--- src/rtl/fp_divider.sv ---
// Single-precision IEEE-754 divider: 25-cycle restoring mantissa division, truncating rounding,
// denormals flushed to zero and special operands resolved in a single cycle.
module fp_divider (
  input  logic        clk,
  input  logic        rst_n,
  input  logic        start,
  input  logic [31:0] a,
  input  logic [31:0] b,
  output logic        busy,
  output logic        done,
  output logic [31:0] result,
  output logic        overflow,
  output logic        underflow,
  output logic        div_by_zero,
  output logic        invalid
);

  typedef enum logic [1:0] {StIdle, StDiv, StNorm, StDone} state_e;

  state_e      state_q;
  logic        busy_q, done_q;
  logic [31:0] result_q;
  logic        ovf_q, unf_q, dbz_q, inv_q;
  logic        sign_q;
  logic [7:0]  ea_q, eb_q;
  logic [23:0] mb_q;
  logic [24:0] rem_q;
  logic [24:0] quo_q;
  logic [4:0]  cnt_q;

  // Operand classification on the live inputs; only consulted on the accepting edge.
  logic a_zero, a_inf, a_nan, b_zero, b_inf, b_nan, in_special, in_sign;

  always_comb begin
    a_zero     = (a[30:23] == 8'h00);
    a_inf      = (a[30:23] == 8'hFF) && (a[22:0] == 23'h0);
    a_nan      = (a[30:23] == 8'hFF) && (a[22:0] != 23'h0);
    b_zero     = (b[30:23] == 8'h00);
    b_inf      = (b[30:23] == 8'hFF) && (b[22:0] == 23'h0);
    b_nan      = (b[30:23] == 8'hFF) && (b[22:0] != 23'h0);
    in_special = a_zero | a_inf | a_nan | b_zero | b_inf | b_nan;
    in_sign    = a[31] ^ b[31];
  end

  logic [31:0] sp_res;
  logic        sp_dbz, sp_inv;

  always_comb begin
    sp_res = {in_sign, 31'h0};
    sp_dbz = 1'b0;
    sp_inv = 1'b0;
    if (a_nan || b_nan || (a_zero && b_zero) || (a_inf && b_inf)) begin
      sp_res = 32'h7FC0_0000;
      sp_inv = 1'b1;
    end else if (b_zero && !a_inf) begin
      sp_res = {in_sign, 8'hFF, 23'h0};
      sp_dbz = 1'b1;
    end else if (a_inf) begin
      sp_res = {in_sign, 8'hFF, 23'h0};
    end
  end

  // One restoring step: remainder stays below 2*mb, so 25 bits suffice.
  logic        rem_ge;
  logic [24:0] rem_sub, rem_next;
  logic [24:0] quo_next;

  always_comb begin
    rem_ge   = (rem_q >= {1'b0, mb_q});
    rem_sub  = rem_ge ? (rem_q - {1'b0, mb_q}) : rem_q;
    rem_next = rem_sub << 1;
    quo_next = {quo_q[23:0], rem_ge};
  end

  logic signed [9:0] exp_raw, exp_n;
  logic [22:0]       mant;
  logic [31:0]       norm_res;
  logic              norm_ovf, norm_unf;

  always_comb begin
    exp_raw = $signed({2'b00, ea_q}) - $signed({2'b00, eb_q}) + 10'sd127;
    if (quo_q[24]) begin
      mant  = quo_q[23:1];
      exp_n = exp_raw;
    end else begin
      mant  = quo_q[22:0];
      exp_n = exp_raw - 10'sd1;
    end
    norm_res = {sign_q, exp_n[7:0], mant};
    norm_ovf = 1'b0;
    norm_unf = 1'b0;
    if (exp_n >= 10'sd255) begin
      norm_res = {sign_q, 8'hFF, 23'h0};
      norm_ovf = 1'b1;
    end else if (exp_n <= 10'sd0) begin
      norm_res = {sign_q, 31'h0};
      norm_unf = 1'b1;
    end
  end

  always_ff @(posedge clk or negedge rst_n) begin
    if (!rst_n) begin
      state_q  <= StIdle;
      busy_q   <= 1'b0;
      done_q   <= 1'b0;
      result_q <= 32'h0;
      ovf_q    <= 1'b0;
      unf_q    <= 1'b0;
      dbz_q    <= 1'b0;
      inv_q    <= 1'b0;
      sign_q   <= 1'b0;
      ea_q     <= 8'h0;
      eb_q     <= 8'h0;
      mb_q     <= 24'h0;
      rem_q    <= 25'h0;
      quo_q    <= 25'h0;
      cnt_q    <= 5'h0;
    end else begin
      unique case (state_q)
        StIdle: begin
          if (start) begin
            busy_q <= 1'b1;
            sign_q <= in_sign;
            ea_q   <= a[30:23];
            eb_q   <= b[30:23];
            mb_q   <= {1'b1, b[22:0]};
            rem_q  <= {2'b01, a[22:0]};
            quo_q  <= 25'h0;
            cnt_q  <= 5'h0;
            if (in_special) begin
              result_q <= sp_res;
              ovf_q    <= 1'b0;
              unf_q    <= 1'b0;
              dbz_q    <= sp_dbz;
              inv_q    <= sp_inv;
              done_q   <= 1'b1;
              state_q  <= StDone;
            end else begin
              state_q <= StDiv;
            end
          end
        end
        StDiv: begin
          rem_q <= rem_next;
          quo_q <= quo_next;
          cnt_q <= cnt_q + 5'd1;
          if (cnt_q == 5'd24) state_q <= StNorm;
        end
        StNorm: begin
          result_q <= norm_res;
          ovf_q    <= norm_ovf;
          unf_q    <= norm_unf;
          dbz_q    <= 1'b0;
          inv_q    <= 1'b0;
          done_q   <= 1'b1;
          state_q  <= StDone;
        end
        StDone: begin
          done_q  <= 1'b0;
          busy_q  <= 1'b0;
          state_q <= StIdle;
        end
        default: state_q <= StIdle;
      endcase
    end
  end

  assign busy        = busy_q;
  assign done        = done_q;
  assign result      = result_q;
  assign overflow    = ovf_q;
  assign underflow   = unf_q;
  assign div_by_zero = dbz_q;
  assign invalid     = inv_q;

endmodule

--- config.mk ---
export PLATFORM = sky130hd
export DESIGN_NAME = fp_divider
export DESIGN_NICKNAME = d
export VERILOG_FILES = /design/src/rtl/fp_divider.sv
export SDC_FILE = /design/constraint.sdc
export NUM_CORES = 1
export LEC_CHECK = 0
export BUFFER_PORTS_ARGS = -buffer_cell sky130_fd_sc_hd__buf_4
export CAP_MARGIN = 20
export CORE_MARGIN = 3
export CORE_UTILIZATION = 42
export CTS_CLUSTER_SIZE = 16
export DETAILED_ROUTE_END_ITERATION = 8
export SYNTH_ARGS = -nofsm -noshare
export SYNTH_HDL_FRONTEND = slang
export SYNTH_SLANG_ARGS = --single-unit
export TNS_END_PERCENT = 20
--- constraint.sdc ---
create_clock -name clk -period 8 [get_ports clk]
set_input_delay 0.8 -clock clk [delete_from_list [all_inputs] [get_ports clk]]
set_output_delay 0.8 -clock clk [all_outputs]
set_load 0.03 [all_outputs]
Word-level counts from Yosys, hierarchy flattened
Cells that the tools add are included.

Word-level logic and storage cells: 108. Output and inout bits: 38. Bits in latches: 0. Flip-flop bits (word level): 136. Bits of input ports: 67. Memory bits (read-only): 0. Memories: 0. Bits in writable memories: 0.

Shift operators: 0. $mul: 0. Muxes and demuxes: 42. Div/mod/pow operators: 0. Reduce and logical (&&, ||, !) cells: 28. Bitwise logic cells: 6. Eq/ne operators: 9. $add $sub $neg: 5. Magnitude comparators: 3.

Operators by type and width (number): $mux W31 (4); $pmux W25 S2 (2); $mux W32 (3); $pmux W32 S2 (1); $mux W25 (2); $logic_not A23 Y1 (2); $reduce_bool A23 Y1 (2); $ge A25 B24 Y1 (1); $mux W24 (1); $sub A24 B24 Y24 (1); $mux W23 (1); $eq A8 B8 Y1 const B (2); $logic_not A8 Y1 (2); $mux W1 (15); $add A9 B8 Y10 const B (1); $ge A10 B9 Y1 const B (1); $le A10 B1 Y1 const B (1); $mux W10 (1); $pmux W1 S2 (5); $pmux W5 S2 (1); $sub A10 B2 Y10 const B (1); $sub A8 B8 Y9 (1); $pmux W2 S4 (1); $reduce_and A2 Y1 (4); other kinds (17) (37).

Depth between registers and ports, before layout
Gate-level depths: netlist of run 1.

Depth after elaboration: 10. Mapped depth: 17. Mapped depth without buffers: 16.

Least setup slack after synthesis of run 1
Ideal clock, no wire load.

Path type: register to register. From: register ea_q[0]. To: register result_q[23], in the netlist result[23]. Data required time: 7.874 ns. Period minus slack after synthesis: 3.692 ns. Path buffers: 1. Slack: 4.308 ns. Stages on the path, launching flop included: 16. Setup time: 0.126 ns. Arrival time: 3.566 ns. Cells stage by stage: dfrtp_1 -> inv_1 -> ha_1 -> inv_1 -> fa_1 -> inv_1 -> ha_1 -> buf_1 -> xnor2_1 -> nand2_1 -> or3_2 -> nand2_1 -> xnor2_1 -> or3b_1 -> o31a_4 -> a221o_1.

Word-level cells in the longest chain between the ends: 8. Elaborated cells on any way between the ends: 9. Classes of those cells: 3 x add/sub; 2 x order compare; 4 x mux.

RTL lines: start, declared (RTL line 25) `logic [7:0] ea_q, eb_q;`; start signal, assigned (RTL line 124) `ea_q <= a[30:23];`; $sub A8 B8 Y9 * (RTL line 81) `exp_raw = $signed({2'b00, ea_q}) - $signed({2'b00, eb_q}) + 10'sd127;`; $add A9 B8 Y10 * (RTL line 81); $sub A10 B2 Y10 (RTL line 87) `exp_n = exp_raw - 10'sd1;`; $mux W10 * (RTL line 82) `if (quo_q[24]) begin`; $le A10 B1 Y1 (RTL line 95) `end else if (exp_n <= 10'sd0) begin`; $mux W31 (RTL line 95); $mux W31 * (RTL line 92) `if (exp_n >= 10'sd255) begin`; $pmux W32 S2 * (RTL line 119) `unique case (state_q)`; end signal, assigned (RTL line 131) `result_q <= sp_res;`; end signal, assigned (RTL line 150) `result_q <= norm_res;`; end, declared (RTL line 22) `logic [31:0] result_q;`.

Mark *: on every way between the ends. The rest lies on a longest branch, timed or not. A chain may end at the register's enable or synchronous reset.

Final worst setup path of run 1
From: register ea_q[0]. To: register result_q[9], in the netlist result[9].

The elaborated chain is that of the path after synthesis.

==> results.json, run 1 <==
{
  "cp_slowest_cell": "fa_1",
  "drt_wl_total_um": 20300,
  "drtPass1Iterations": 4,
  "cp.arrival_ns": 4.21,
  "synth_cell_type_count": 75,
  "tritoncts": "yes",
  "cts_sinks": 136,
  "synth_seq_cells": 136,
  "crit_type": "flop to flop",
  "clock_latency_ns": 0.42,
  "yosysTopAreaCellShare_pct": 40.9,
  "num_antenna_cells": 0,
  "final_nets": 1058,
  "crit_family": "compound AO/OA/AOI/OAI gates",
  "io_buffers": 104,
  "synthArstFlopShare_pct": 100,
  "die-area_mm2": 0.0215,
  "drive_above_1_share_pct": 21.7,
  "fp.dieW_um": 147,
  "clock.fmax_ghz": 0.256,
  "max-slew-margin-rel_pct": 41.2,
  "antenna_found_initial": 0,
  "rsz0062_at_grt": "false",
  "critPathLaunchType": "flop",
  "multiInputGateArea_mm2": 0.00451,
  "syn_nets": 962,
  "skew_ns": 0.00608,
  "syn_to_final_growth_pct": 19.5,
  "fillers": 1777,
  "synth_edf_count": 0,
  "ant_nets": 0,
  "period_share_pct": 48.9,
  "hold_buffers": 0,
  "cap_violations": 0,
  "min_period_ns": 3.91,
  "slowest_delay_ns": 0.44,
  "ys_seq_area_share_pct": 40.9,
  "hold_viol_final": 0,
  "cts_buffer_depth": 2,
  "path_buf_inv": 2,
  "worst_slew_pin_slew_ns": 0.877,
  "synth-main-ff-cell": "dfrtp_1",
  "cp.required_ns": 8.30,
  "cts_resized": 0,
  "avgSynthCellArea_um2": 9.75,
  "slew_viol_final": 0,
  "netlist_area_mm2": 0.00832,
  "end_kind": "flop",
  "outcome": "completed",
  "h-tree-depth": 4,
  "min_path_type": "input pin to async pin",
  "finalSetupViolCount": 0,
  "rows": 50,
  "grt_use_total_pct": 19.3,
  "initial_core_util_pct": 43.6,
  "synthTopCellsByArea": "dfrtp_1 41%, ha_1 6.0%, mux2_2 5.6%",
  "synthCells": 853,
  "initialDrtViolationCount": 342,
  "grt_pass1_vias": 6740,
  "crit_top_cell": "inv_1",
  "vias": 6708,
  "vias_per_cell": 5.49,
  "fin_tns_setup_ns": 0,
  "synth_top_area_cell": "dfrtp_1",
  "cts.reportedPaths.clkPinSlew_ns": 0.06,
  "numCtsBuffers": 17,
  "cp_max_fo": 22,
  "design.core.area_mm2": 0.0191,
  "cts_root_buf": "clkbuf_16",
  "dp.final_hpwl_um": 14700,
  "die_h_um": 147,
  "postCtsSetupBuffers": 0,
  "path_cells": "inv_1 -> ha_1 -> inv_1 -> fa_1 -> a211o_1 -> a2111oi_4 -> nor3_2 -> and2_1 -> a21o_1 -> a211oi_2 -> or3b_1 -> o31a_4 -> nand2_4 -> o21ai_0",
  "io_pins": 105,
  "grt_pass1_wl_um": 34000,
  "gr-total-overflow": 0,
  "regArea_mm2": 0.00340,
  "grt_max_degree": 77,
  "gp_congestion": 0.844,
  "remaining_drc_errors": 0,
  "wl_per_cell_um": 16.6,
  "yosys_warnings": 0
}
-- state kept, by name, summed over array words and instances, names as in the netlist, 2 cells and up --
register / count
result: 32
eb_q: 8
state_q: 2
cnt_q: 5
mb_q: 24
quo_q: 25
rem_q: 25
ea_q: 8
-- placed cells by master (no fill, tap or decap), drive strengths merged, types with 5 or more instances in the layout --
master	instances
nand3	14
or4	5
nand2b	6
mux2i	39
or3	6
o21bai	7
buf	113
nor4	11
dfrtp	136
nand2	83
ha	40
xnor2	24
mux2	41
a22oi	17
o21a	6
a221o	7
a211o	6
inv	66
nor3	14
a211oi	7
o21ai	79
a21o	13
o211ai	5
nor2b	7
xor2	17
a31oi	5
nand4	11
a21oi	28
nor2	45
clkbuf	18
a22o	26
-- cell type report --
type                       instances  area share (%)
multi-input combinational        623            45.4
sequential                       136            34.3
timing repair buffer             113            8.70
clock buffer                      18            4.42
tap                              260            3.27
inverter                          58            2.19
clock inverter                    14            1.78
-- cells in the mapped netlist, drive strengths merged, types with 3 or more instances --
master,count
nor3,14
nor3b,3
nand2,83
nand2b,6
o21bai,7
a211oi,7
buf,10
dfrtp,136
mux2,41
o21a,6
xnor2,24
nor2b,7
xor2,17
a22oi,17
and2,4
nand3,14
a211o,6
nor2,45
and4,4
inv,57
a22o,26
a21oi,28
a21o,13
a221o,7
mux2i,39
and3,3
or3,6
o211ai,5
o311ai,3
nor4,11
nand4,11
a21boi,3
o31a,3
o21ai,79
a31oi,5
ha,40
a221oi,4
or4,5
or3b,3
clkbuf,26
-- metal layers --
layer | vias up | routed length [um] | track usage, %
met2 | 142 | 9300 | 30.8
met3 | 32 | 916 | 4.35
met4 | 0 | 450 | 6.30
met1 | 3224 | 9630 | 26.0
met5 | - | 0 | 0
li1 | 3310 | - | -
-- stage by stage --
stage	area, um^2	instances	hold WS (ns)	setup WS [ns]	util (%)
detailed placement	9300	1189	0.445	4.10	48.7
floorplan	8320	853	0.418	4.31	-
global route	9940	1222	0.473	3.73	52.1
finish	9940	1222	0.395	4.09	52.1
global placement	9300	1189	0.436	4.14	48.7
CTS	9920	1221	0.442	4.08	52.0
-- kinds of logic (layout without fill, tap and decap cells) --
| logic type | count (synthesis) | count (layout) | synth area share [%] |
|---|---|---|---|
| xor gates and xnor gates | 41 | 41 | 4.32 |
| muxes | 80 | 80 | 10.2 |
| DFF | 136 | 136 | 40.9 |
| buffers and inverters | 94 | 203 | 5.10 |
| adders and majority gates | 42 | 42 | 6.50 |
| and+or+nand+nor | 222 | 222 | 13.1 |
| AOI/OAI and AO/OA | 238 | 238 | 19.8 |
-- path summary, 6_finish.rpt --
kind	from	to	slack, ns	depth (start not counted)
worst max-delay path	ea_q[0]	result[9]	4.09	14
max in group asynchronous	rst_n	result[6]	6.31	2
worst max register to register	ea_q[0]	result[9]	4.09	14
min in group clk	mb_q[23]	mb_q[23]	0.48	2
worst min register to register	mb_q[23]	mb_q[23]	0.48	2
worst min-delay path	rst_n	ea_q[7]	0.39	1
Power of run 1 is not shown: default switching activity piles up to over one toggle a cycle in this logic, so the estimate is an artifact.
==> run 2: changes to the inputs <==
--- a/config.mk
+++ b/config.mk
@@ -5,6 +5,7 @@
 export SDC_FILE = /design/constraint.sdc
 export NUM_CORES = 1
 export LEC_CHECK = 0
+export ABC_AREA = 1
 export BUFFER_PORTS_ARGS = -buffer_cell sky130_fd_sc_hd__buf_4
 export CAP_MARGIN = 20
 export CORE_MARGIN = 3
==> constraint.sdc (replaced) <==
create_clock -name clk -period 3.3 [get_ports clk]
set_input_delay 0.33 -clock clk [delete_from_list [all_inputs] [get_ports clk]]
set_output_delay 0.33 -clock clk [all_outputs]
set_load 0.03 [all_outputs]
==> results.json, run 2 <==
{
  "synthCells": 1161,
  "grt_pass1_vias": 7569,
  "num_antenna_cells": 0,
  "hold_slack_ns": 0.123,
  "path_cells": "inv_1 -> ha_1 -> inv_2 -> fa_1 -> inv_2 -> ha_4 -> nand3b_1 -> nand2_2 -> nor2_2 -> nand3_2 -> clkinv_1 -> nand2_1 -> nor2_2 -> nand3_2 -> nand2_1 -> nand3_1 -> nand2_4 -> nand2_4 -> nand3_1 -> nand2_1",
  "vias": 7832,
  "io_buffers": 104,
  "hold_viol_final": 0,
  "antenna_found_initial": 0,
  "synth_compound_area_share_pct": 14.1,
  "clock.fmax_ghz": 0.326,
  "vias_per_cell": 5.05,
  "min_path_type": "input pin to flop",
  "clock_latency_ns": 0.43,
  "synth_common_cells": "308 x nand2_1, 154 x inv_1, 136 x dfrtp_1, 76 x nor2_1, 75 x nand3_1",
  "yosys.area_share.simple_pct": 28.4,
  "ys_seq_area_share_pct": 39.0,
  "cts_buffer_depth": 2,
  "tritoncts": "yes",
  "initialDrtViolationCount": 432,
  "max-slew-margin-rel_pct": 49.0,
  "rr_endpoint": "result[16]",
  "worst_slew_pin_slew_ns": 0.761,
  "crit_top_cell": "nand2_1",
  "cts_sinks": 136,
  "yosys_warnings": 0,
  "reg2reg_depth": 20,
  "skew_ns": 0.0119,
  "synth_seq_cells": 136,
  "yosysTopAreaCellShare_pct": 39.0,
  "slowest_delay_ns": 0.43,
  "cp.arrival_ns": 3.39,
  "drive_above_1_share_pct": 17.3,
  "synth_xor_area_share_pct": 2.61,
  "fin_tns_setup_ns": 0,
  "numCtsBuffers": 17,
  "grt_max_degree": 77,
  "fp.dieW_um": 150,
  "gr-total-overflow": 0,
  "cp_max_fo": 6,
  "initial_core_util_pct": 43.0,
  "outcome": "completed",
  "syn_to_final_growth_pct": 19.9,
  "design.core.area_mm2": 0.0203,
  "synth_top_area_cell": "dfrtp_1",
  "critPathLaunchType": "flop",
  "synth_edf_count": 0,
  "cts_root_buf": "clkbuf_16",
  "min_period_ns": 3.07,
  "drt_wl_total_um": 22300,
  "largest_reg_flops": 32,
  "cp_slowest_cell": "fa_1",
  "cap_violations": 0,
  "gp_congestion": 0.869,
  "dp.final_hpwl_um": 16500,
  "finalSetupViolCount": 0,
  "fillers": 2060,
  "layout_commonest_cell": "nand2_1",
  "die_h_um": 150,
  "final_nets": 1376,
  "io_pins": 105,
  "endpoint": "result[16]",
  "h-tree-depth": 4,
  "avgSynthCellArea_um2": 7.52,
  "synth_cell_type_count": 50,
  "crit_type": "flop to flop",
  "rr_startpoint": "ea_q[0]",
  "slew_viol_final": 0,
  "cts.reportedPaths.clkPinSlew_ns": 0.07,
  "mostFrequentLayoutCells": "308 x nand2_1, 152 x inv_1, 136 x dfrtp_1, 120 x buf_4",
  "rrSetupSlack_ns": 0.23,
  "wl_per_cell_um": 14.4,
  "drtPass1Iterations": 4,
  "grt_use_total_pct": 20.5,
  "synth_top_family_by_area": "simple AND/OR/NAND/NOR gates",
  "muxShareOfSynthArea_pct": 0,
  "end_kind": "flop",
  "synthArstFlopShare_pct": 100,
  "netlist_area_mm2": 0.00873,
  "ant_nets": 0,
  "cp.required_ns": 3.62,
  "regArea_mm2": 0.00340,
  "die-area_mm2": 0.0226,
  "period_share_pct": 93.0,
  "remaining_drc_errors": 0,
  "synth_most_common_cell": "nand2_1",
  "grt_pass1_wl_um": 37100,
  "syn_nets": 1270,
  "rows": 52,
  "synthTopCellsByArea": "dfrtp_1 39%, nand2_1 13%, inv_1 6.6%",
  "yosys.area_share.adder_pct": 6.19,
  "multiInputGateArea_mm2": 0.00456,
  "cp-startpoint": "ea_q[0]",
  "synth-main-ff-cell": "dfrtp_1"
}
[run 2: cell types whose count changed in the layout (fill, tap and decap cells not counted), moves of 13 or more]
cell and change:
a22oi_1 -17, inv_1 +95, nand3_1 +61, xnor2_1 -17
nand3_2 +17, nor2_1 +30, nand2_2 +13, a211oi_1 +16
o211ai_1 +15, o22ai_1 +24, mux2i_1 -39, a22o_1 -26
mux2_2 -41, nand2_1 +227
[run 2: routing by layer]
layer / global-route usage [%] / vias up / part of all wire [%]
li1: - / 4053 / -
met1: 27.8 / 3616 / 47
met2: 33.7 / 136 / 48
met3: 3.28 / 27 / 3.4
met4: 6.45 / 0 / 2.2
met5: 0 / - / 0
[run 2: cell type report]
type,count,share of cell area [%]
Clock buffer,17,4.06
Timing Repair Buffer,124,9.19
Clock inverter,15,1.48
Tap cell,270,3.23
Sequential cell,136,32.5
Multi-Input combinational cell,820,43.5
Inverter,168,6.02
[run 2: cells by family (layout without fill, tap and decap cells)]
family / Yosys count / in the layout
and+or+nand+nor: 549 / 551
xor gates and xnor gates: 26 / 26
buffers and inverters: 207 / 324
DFF: 136 / 136
AOI/OAI and AO/OA: 201 / 201
adders and majority gates: 42 / 42
[run 2: worst max-delay path: cells and delay by family (launching register included)]
kind                       cells  cell delay (ns)
buffers and inverters          4             0.33
adders and majority gates      3             0.77
DFF                            1             0.35
and+or+nand+nor               13             1.52
[run 2: how the worst min path moves through the flow]
stage,to,cells after the start,start
finish,mb_q[20],3,b[20]
global route,mb_q[0],3,b[0]
CTS,mb_q[20],3,b[20]
detailed placement,result[27],1,rst_n
global placement,result[23],1,rst_n
floorplan,busy,0,rst_n
[run 2: repair_timing]
action	4_1_cts	5_1_grt
setup buffers	0	0
hold buffers	1	0
setup endpoints to repair	0	32
resized for setup	0	9
endpoints found under the hold margin	74	0
[run 2: per-stage QoR]
step / setup WS, ns / std cells / instance area (um^2) / utilization (%)
CTS: 0.0752 / 1548 / 10400 / 51.2
global route: -0.00106 / 1550 / 10500 / 51.6
finish: 0.230 / 1550 / 10500 / 51.6
floorplan: 0.453 / 1161 / 8730 / -
detailed placement: 0.0987 / 1515 / 9810 / 48.3
global placement: 0.171 / 1515 / 9810 / 48.3
Power of run 2 is left out for the same reason.
==> run 3: changes to the inputs <==
--- a/config.mk
+++ b/config.mk
@@ -9,7 +9,7 @@
 export BUFFER_PORTS_ARGS = -buffer_cell sky130_fd_sc_hd__buf_4
 export CAP_MARGIN = 20
 export CORE_MARGIN = 3
-export CORE_UTILIZATION = 42
+export CORE_UTILIZATION = 35
 export CTS_CLUSTER_SIZE = 16
 export DETAILED_ROUTE_END_ITERATION = 8
 export SYNTH_ARGS = -nofsm -noshare
==> results.json, run 3 (synthesized netlist as in run 2, its figures left out) <==
{
  "cp.required_ns": 3.67,
  "skew_ns": 0.0111,
  "critPathLaunchType": "flop",
  "drive_above_1_share_pct": 17.8,
  "min_path_type": "input pin to async pin",
  "dp.final_hpwl_um": 16800,
  "cts_sinks": 136,
  "fin_tns_setup_ns": 0,
  "gp_congestion": 0.869,
  "numCtsBuffers": 17,
  "drtPass1Iterations": 5,
  "remaining_drc_errors": 0,
  "slew_viol_final": 0,
  "grt_max_degree": 89,
  "die_h_um": 164,
  "finalSetupViolCount": 0,
  "vias_per_cell": 4.92,
  "cp_max_fo": 12,
  "h-tree-depth": 4,
  "num_antenna_cells": 0,
  "grt_pass1_wl_um": 38000,
  "hold_viol_final": 15,
  "cap_violations": 0,
  "end_kind": "flop",
  "initialDrtViolationCount": 479,
  "crit_type": "flop to flop",
  "syn_to_final_growth_pct": 21.7,
  "drt_wl_total_um": 22800,
  "cts.reportedPaths.clkPinSlew_ns": 0.07,
  "largest_reg_flops": 32,
  "tritoncts": "yes",
  "worst_slew_pin_slew_ns": 0.845,
  "io_pins": 105,
  "cp.arrival_ns": 3.43,
  "initial_core_util_pct": 35.8,
  "max-slew-margin-rel_pct": 43.6,
  "wl_per_cell_um": 14.2,
  "mostFrequentLayoutCells": "307 x nand2_1, 152 x inv_1, 136 x dfrtp_1, 123 x buf_4, 75 x nand3_1",
  "antenna_found_initial": 0,
  "final_nets": 1379,
  "grt_use_total_pct": 17.5,
  "rows": 57,
  "io_buffers": 104,
  "design.core.area_mm2": 0.0244,
  "violations": "negative hold slack",
  "rsz0062_at_grt": "true",
  "clock_latency_ns": 0.43,
  "min_period_ns": 3.06,
  "fp.dieW_um": 164,
  "ant_nets": 0,
  "cts_root_buf": "clkbuf_16",
  "hold_slack_ns": -0.0407,
  "outcome": "finished with violations",
  "layout_commonest_cell": "nand2_1",
  "vias": 7908,
  "clock.fmax_ghz": 0.326,
  "gr-total-overflow": 0,
  "grt_pass1_vias": 7795,
  "cts_buffer_depth": 2,
  "die-area_mm2": 0.0269,
  "period_share_pct": 92.9
}
==> run 3: changes by cell type in the layout (fill, tap and decap cells not counted), sizes merged <==
cell / delta
buf: +3
clkbuf: +2
bufinv: +1
clkinvlp: -1
dlygate4sd3: -1
nand2: -1
==> run 3: worst max-delay path: stages (launching register included) <==
cell       delay, ns
dfrtp_1         0.35
inv_1           0.05
ha_1            0.19
inv_2           0.09
fa_1            0.42
inv_2           0.11
ha_4            0.14
nand3b_1        0.11
nand2_2         0.09
nor2_4          0.13
nand3_2         0.09
clkinv_1        0.07
nand2_1         0.07
nor2_2          0.14
nand3_2         0.11
nand2_2         0.11
inv_2           0.04
nand2_1         0.06
nor2_2          0.05
nor2_4          0.23
clkbuf_16       0.23
nand3_1         0.07
nand2_1         0.06
==> run 3: layer usage <==
layer	share of wire (%)	global-route usage (%)	wire length, um	vias up
met5	0	0	0	-
li1	-	-	-	4041
met1	47	24.0	10700	3695
met4	1.3	4.50	286	0
met3	4.1	3.28	937	19
met2	47	28.4	10800	153
==> run 3: final timing paths <==
kind | from | end | slack, ns | cells after the start
min in group clk | b[4] | mb_q[4] | 0.12 | 3
hold / removal | rst_n | result[29] | -0.04 | 1
setup / recovery | ea_q[0] | result[18] | 0.24 | 22
max in group asynchronous | rst_n | rem_q[13] | 2.60 | 2
setup reg to reg | ea_q[0] | result[18] | 0.24 | 22
hold reg to reg | mb_q[23] | mb_q[23] | 0.46 | 2
==> run 3: timing repair <==
| item | 4_1_cts | 5_1_grt |
|---|---|---|
| endpoints found under the setup margin | 0 | 27 |
| hold buffers | 0 | 0 |
| gates resized for setup | 0 | 11 |
| setup buffers | 0 | 1 |
==> run 3: per-stage QoR <==
step | utilization (%) | setup slack, ns | hold WS [ns] | area [um^2] | cells
after global routing | 43.6 | -0.0502 | 0.0341 | 10600 | 1607
final | 43.6 | 0.236 | -0.0407 | 10600 | 1607
after CTS | 43.1 | 0.0824 | 0.00241 | 10500 | 1603
after global placement | 40.6 | 0.199 | 0.440 | 9890 | 1571
after detailed placement | 40.6 | 0.114 | 0.449 | 9890 | 1571
after floorplan | - | 0.453 | 0.0344 | 8730 | 1161
==> run 3: cell type report <==
| cell class | count | area, um^2 |
|---|---|---|
| inverter | 168 | 631 |
| clock buffer | 17 | 425 |
| timing repair buffer | 128 | 1020 |
| clock inverter | 15 | 198 |
| tap | 324 | 405 |
| sequential | 136 | 3400 |
| multi-input combinational | 819 | 4540 |
| fill | 2525 | 13800 |
Power of run 3 is left out for the same reason.
